[src/rtl/pipe_ctrl_seq.sv]
// pipe_ctrl_seq: central pipeline controller for the 5-stage core.
// Merges per-stage stall requests into the 6-bit stall vector, sequences
// exception / ERET redirection (IDLE -> FLUSH -> SETTLE) with a registered
// one-cycle flush pulse and redirect address, and masks new exceptions for
// SETTLE_CYCLES cycles after each redirect.
// Optional feature macro: STALL_WATCHDOG_EN adds a sticky stall watchdog
// (wdt_timeout) tripping after WDT_LIMIT consecutive stalled-PC cycles;
// without it wdt_timeout is constant 0 and no counter exists.
module pipe_ctrl_seq #(
    parameter logic [31:0] EXC_VECTOR    = 32'h00000020,
    parameter int          SETTLE_CYCLES = 3
`ifdef STALL_WATCHDOG_EN
    ,
    parameter int          WDT_LIMIT     = 1024
`endif
) (
    input  logic        clk,
    input  logic        rst,
    input  logic        stallreq_if,
    input  logic        stallreq_id,
    input  logic        stallreq_ex,
    input  logic        stallreq_mem,
    input  logic [31:0] excepttype_i,
    input  logic [31:0] cp0_epc_i,
    output logic [5:0]  stall,
    output logic        flush,
    output logic [31:0] new_pc,
    output logic        ctrl_busy,
    output logic        wdt_timeout
);

    typedef enum logic [1:0] {
        IDLE   = 2'd0,
        FLUSH  = 2'd1,
        SETTLE = 2'd2
    } state_t;

    localparam logic [31:0] ERET_CODE   = 32'h0000000e;
    localparam logic [3:0]  SETTLE_LOAD = 4'(SETTLE_CYCLES);

    state_t     state;
    logic [3:0] settle_cnt;

    // Stall vector: deepest requesting stage wins; silenced in reset and during flush.
    always_comb begin
        stall = 6'b000000;
        if (rst && !flush) begin
            if (stallreq_mem) begin
                stall = 6'b011111;
            end else if (stallreq_ex) begin
                stall = 6'b001111;
            end else if (stallreq_id || stallreq_if) begin
                stall = 6'b000111;
            end
        end
    end

    // Redirect FSM: accept exception, pulse flush for one cycle, then hold off new exceptions.
    always_ff @(posedge clk) begin
        if (!rst) begin
            state      <= IDLE;
            flush      <= 1'b0;
            new_pc     <= 32'h0;
            settle_cnt <= 4'd0;
            ctrl_busy  <= 1'b0;
        end else begin
            case (state)
                IDLE: begin
                    if ((excepttype_i != 32'h0) && !stallreq_mem) begin
                        state     <= FLUSH;
                        flush     <= 1'b1;
                        ctrl_busy <= 1'b1;
                        if (excepttype_i == ERET_CODE) begin
                            new_pc <= cp0_epc_i;
                        end else begin
                            new_pc <= EXC_VECTOR;
                        end
                    end
                end
                FLUSH: begin
                    state      <= SETTLE;
                    flush      <= 1'b0;
                    settle_cnt <= SETTLE_LOAD;
                    ctrl_busy  <= 1'b1;
                end
                SETTLE: begin
                    settle_cnt <= settle_cnt - 4'd1;
                    if (settle_cnt <= 4'd1) begin
                        state      <= IDLE;
                        settle_cnt <= 4'd0;
                        ctrl_busy  <= 1'b0;
                    end
                end
                default: begin
                    state      <= IDLE;
                    flush      <= 1'b0;
                    settle_cnt <= 4'd0;
                    ctrl_busy  <= 1'b0;
                end
            endcase
        end
    end

`ifdef STALL_WATCHDOG_EN
    localparam logic [15:0] WDT_MAX = 16'(WDT_LIMIT);

    logic [15:0] wdt_cnt;

    // Watchdog: count consecutive stalled-PC edges, trip a sticky flag at the limit.
    always_ff @(posedge clk) begin
        if (!rst) begin
            wdt_cnt     <= 16'd0;
            wdt_timeout <= 1'b0;
        end else if (!stall[0] || flush) begin
            wdt_cnt <= 16'd0;
        end else if (wdt_cnt != WDT_MAX) begin
            wdt_cnt <= wdt_cnt + 16'd1;
            if ((wdt_cnt + 16'd1) == WDT_MAX) begin
                wdt_timeout <= 1'b1;
            end
        end
    end
`else
    assign wdt_timeout = 1'b0;
`endif

endmodule

[config.mk]
export PLATFORM = sky130hd
export DESIGN_NAME = pipe_ctrl_seq
export DESIGN_NICKNAME = d
export VERILOG_FILES = /design/src/rtl/pipe_ctrl_seq.sv
export SDC_FILE = /design/constraint.sdc
export NUM_CORES = 1
export LEC_CHECK = 0
export ABC_AREA = 0
export BUFFER_PORTS_ARGS = -buffer_cell sky130_fd_sc_hd__buf_4
export CAP_MARGIN = 20
export CORE_ASPECT_RATIO = 0.5
export CORE_UTILIZATION = 45
export CTS_CLUSTER_SIZE = 14
export DETAILED_ROUTE_END_ITERATION = 10
export PLACE_DENSITY = 0.8
export SLEW_MARGIN = 0
export SYNTH_ARGS = -nofsm -noshare
export SYNTH_HDL_FRONTEND = slang
export SYNTH_SLANG_ARGS = --single-unit
[constraint.sdc]
create_clock -name clk -period 2.4 [get_ports clk]
set_input_delay 0.12 -clock clk [delete_from_list [all_inputs] [get_ports clk]]
set_output_delay 0.12 -clock clk [all_outputs]
set_load 0.1 [all_outputs]
==> implementation parameters <==
Parameter                              Value

Detailed routing
  Routed Antenna Nets    0
  First drt pass iteration count    7
  Number of design rule violations left after detail routing    3
  Detail Route met3 WL    293 um
  Number of DRC markers in iteration 0    63
  Met2 WL post-DR    2607 um
  Routed met1 length    2063 um
  Highest metal layer with signal wires    met4
  Number of vias per cell after detailed routing    5.207
  Detailed-route via count    1984
  Final routed wirelength across all metal layers    5012 um
  Routed length per placed instance    13.15 um

Power
  Pleak    1.412 nW
  Cell area power density    538.3 nW/um^2
  Combinational share of power    23.5%
  Internal power consumption    1.112 mW
  Switching power of the nets    487.4 uW
  Clk pwr share    34.1%
  Peak supply drop    0.0002563 V
  Sw frac    30.47%
  Part of the total power dissipated in sequential elements    42.4%

Die
  Row count    17
  Starting density of the core    47.14%
  Die area    4905 sq um
  Die span in y    50.03 um
  Die X    98.05 um
  Floorplan Core Area    4403 sq um
  Boundary pin count    111

Critical path
  Worst reg-to-reg path cell count    7
  Maximum net fanout on the critical path    6
  Critical path arrival    2160 ps
  Critical Path Sink Type    flop
  Delay of the slowest critical-path stage    510 ps
  Worst setup path class    reg -> reg
  Worst setup path startpoint    settle_cnt[0]
  Critical path required time    2630 ps
  Critical R2R Capture    settle_cnt[2]
  Cells along the critical path    inv_1 > ha_1 > nor2_1 > o31a_1 > nand2_1 > or4b_1 > a21oi_1
  Minimum setup slack among reg-to-reg paths    470 ps
  CP startpoint kind    flop
  Startpoint of the worst-slack reg-to-reg timing path    settle_cnt[0]
  Slowest cell on the critical path    sky130_fd_sc_hd__or4b_1

Clocking
  CTS buffer count    5
  Clock insertion delay at the later pin of the skew report    290 ps
  Cell at the root of the clock tree    sky130_fd_sc_hd__clkbuf_8
  Max Buffers Root-to-Sink    2
  Post-CTS Hold Buffers    0
  Post-CTS Resized    0
  Clock net sink count    40
  CTS tree    yes
  Clock-pin slew of the registers on the worst-case setup and hold paths    80 ps
  Depth of the CTS H-tree    2
  Postcts setup bufs    0

Logic synthesis
  Simple-gate share of the synthesized area    42.25%
  Xor and xnor area share after synthesis    0%
  Portion of synthesized cell area occupied by the leading cell type    38.58%
  Count of different cell masters after synthesis    37
  Top area cells in the synthesized netlist    sky130_fd_sc_hd__dfxtp_1 39%, sky130_fd_sc_hd__nand3_2 14%, sky130_fd_sc_hd__nand3_1 8.0%
  Post-synthesis share of cell area spent on full adders, half adders and majority gates    3.014%
  Syn. warnings    0
  Top_reg_cell synth    sky130_fd_sc_hd__dfxtp_1
  Share of synthesized flip-flops with an asynchronous set or reset    0%
  Flip-flop and latch count after synthesis    40
  Post-Synthesis Cells    222
  Synthesized-area fraction occupied by ao, oa, aoi and oai cells    8.077%
  Syn_area_per_cell    9.350 sq um
  Proportion of synthesized area in mux cells    0.4822%
  Number of flops mapped to enable cells by yosys    0
  Sequential area share after synthesis    38.58%
  Main combinational cell family by area after synthesis    simple AND/OR/NAND/NOR gates
  Cell taking the most area after synthesis    sky130_fd_sc_hd__dfxtp_1
  Cell area after synthesis    2076 sq um

Layout
  Most frequent standard cell in the layout excluding fill and tap cells    sky130_fd_sc_hd__buf_4
  Most frequent cells in the layout    111 x sky130_fd_sc_hd__buf_4, 40 x sky130_fd_sc_hd__dfxtp_1, 36 x sky130_fd_sc_hd__nand2_1, 33 x sky130_fd_sc_hd__nand3_1, 30 x sky130_fd_sc_hd__nand3_2
  Antenna diode count    0
  Nets    398
  Ratio of cells with drive above 1 in the final layout    49.69%
  Relative area change from synthesis to final layout    43.16%

Placement
  # port buffers    108
  Hpwl dp    3731 um
  Routability congestion estimate from global placement    0.8513

STA
  Final-report hold violation count    0
  Final slew viol count    0
  Setup repair after global routing missed its margin    no
  Final TNS setup    0 ps
  Post-layout minimum cycle time    1933 ps
  Slew @ Worst Pin    506.4 ps
  Final cycle utilization of the critical path    80.55%
  Slew headroom    66.24%
  Hold_ws    27.13 ps
  Worst Skew    4.816 ps
  Final-report setup violation count    0
  Top achievable clock speed    0.5172 GHz

Hold path
  Terminating pin of the worst hold path    new_pc[4]
  Worst hold path stage count    3
  Launch instance of the worst min-delay path    cp0_epc_i[4]
  Min-delay worst type    in -> reg

GRT
  Via count of the first global-routing pass    1919
  Initial antenna violation count    0
  Grt total ovfl    0
  First-pass GRT wire length    8238 um
  Pin count of the biggest net entering global routing    38
  GRT Resource Usage Total    21.44%

Outcome
  Status    complete, but fails checks
  Violated checks    design-rule violations

Flow run
  Max-cap check violation count    0
==> kinds of logic (layout without fill, tap and decap cells) <==
logic type	count (synthesis)	count (layout)
AOI/OAI and AO/OA	20	20
adders and majority gates	5	5
buffers and inverters	24	125
DFF	40	40
muxes	1	1
other	1	2
and+or+nand+nor	131	131
==> flip-flops by register name, summed over array words and instances (netlist names) <==
name and flops:
flush 1, settle_cnt 4, new_pc 32, state 2, ctrl_busy 1
==> Yosys cell counts (2+ instances only) <==
master / n
sky130_fd_sc_hd__nor4_4: 4
sky130_fd_sc_hd__buf_6: 6
sky130_fd_sc_hd__nor2_1: 11
sky130_fd_sc_hd__o21ai_0: 4
sky130_fd_sc_hd__nor4_2: 3
sky130_fd_sc_hd__buf_2: 3
sky130_fd_sc_hd__inv_1: 6
sky130_fd_sc_hd__nand3_2: 30
sky130_fd_sc_hd__buf_4: 4
sky130_fd_sc_hd__or3_1: 2
sky130_fd_sc_hd__nor3b_1: 2
sky130_fd_sc_hd__nand2_1: 36
sky130_fd_sc_hd__clkbuf_1: 5
sky130_fd_sc_hd__a21oi_1: 6
sky130_fd_sc_hd__ha_1: 5
sky130_fd_sc_hd__nor3_1: 3
sky130_fd_sc_hd__nand3_1: 33
sky130_fd_sc_hd__dfxtp_1: 40
==> power groups by stage <==
| stage | clock network, mW | registers [mW] | logic (mW) |
|---|---|---|---|
| floorplan | 0 | 0.736 | 0.205 |
| global placement | 0 | 0.694 | 0.369 |
| detailed placement | 0 | 0.695 | 0.375 |
| CTS | 0.553 | 0.679 | 0.377 |
| global route | 0.584 | 0.680 | 0.396 |
| finish | 0.546 | 0.679 | 0.375 |
==> per-layer routing <==
metal	global-route usage [%]	vias to the layer above
met2	39.91	69
met5	0	-
li1	-	974
met4	6.818	0
met3	6.383	4
met1	23.70	937
==> layout make-up <==
type                    instances  area (sq um)
fillers                       371          1431
clock buffers                   6         72.57
multi-input cells             159          1136
well taps                      57         71.32
flip-flops and latches         40         800.8
clock inverters                 2         35.03
inverters                       6         22.52
repair buffers                111         833.3
==> stage by stage <==
stage          cell area, sq um  worst slack [ps]  power [mW]  std cells  util [%]
2_1_floorplan              2091             11.60      0.9413        223         -
3_3_place_gp               2864             585.3       1.063        373     65.05
3_5_place_dp               2864             514.0       1.070        373     65.05
4_1_cts                    2972             479.7       1.608        381     67.49
5_1_grt                    2972             330.2       1.660        381     67.49
6_report                   2972             466.7       1.600        381     67.49
==> worst max path at each step <==
stage,to,slack [ps]
after floorplan,stall[3],10
after global placement,new_pc[28],590
after detailed placement,settle_cnt[2],510
after CTS,settle_cnt[2],480
after global routing,settle_cnt[2],330
final,settle_cnt[2],470
==> worst max-delay path, delay by kind of cell, from the launching register on <==
kind | cells | cell delay (ps)
AOI/OAI and AO/OA | 2 | 420
buffers and inverters | 1 | 60
DFF | 1 | 410
adders and majority gates | 1 | 220
and+or+nand+nor | 3 | 750
Note: power is estimated with default switching activity, not from simulation.
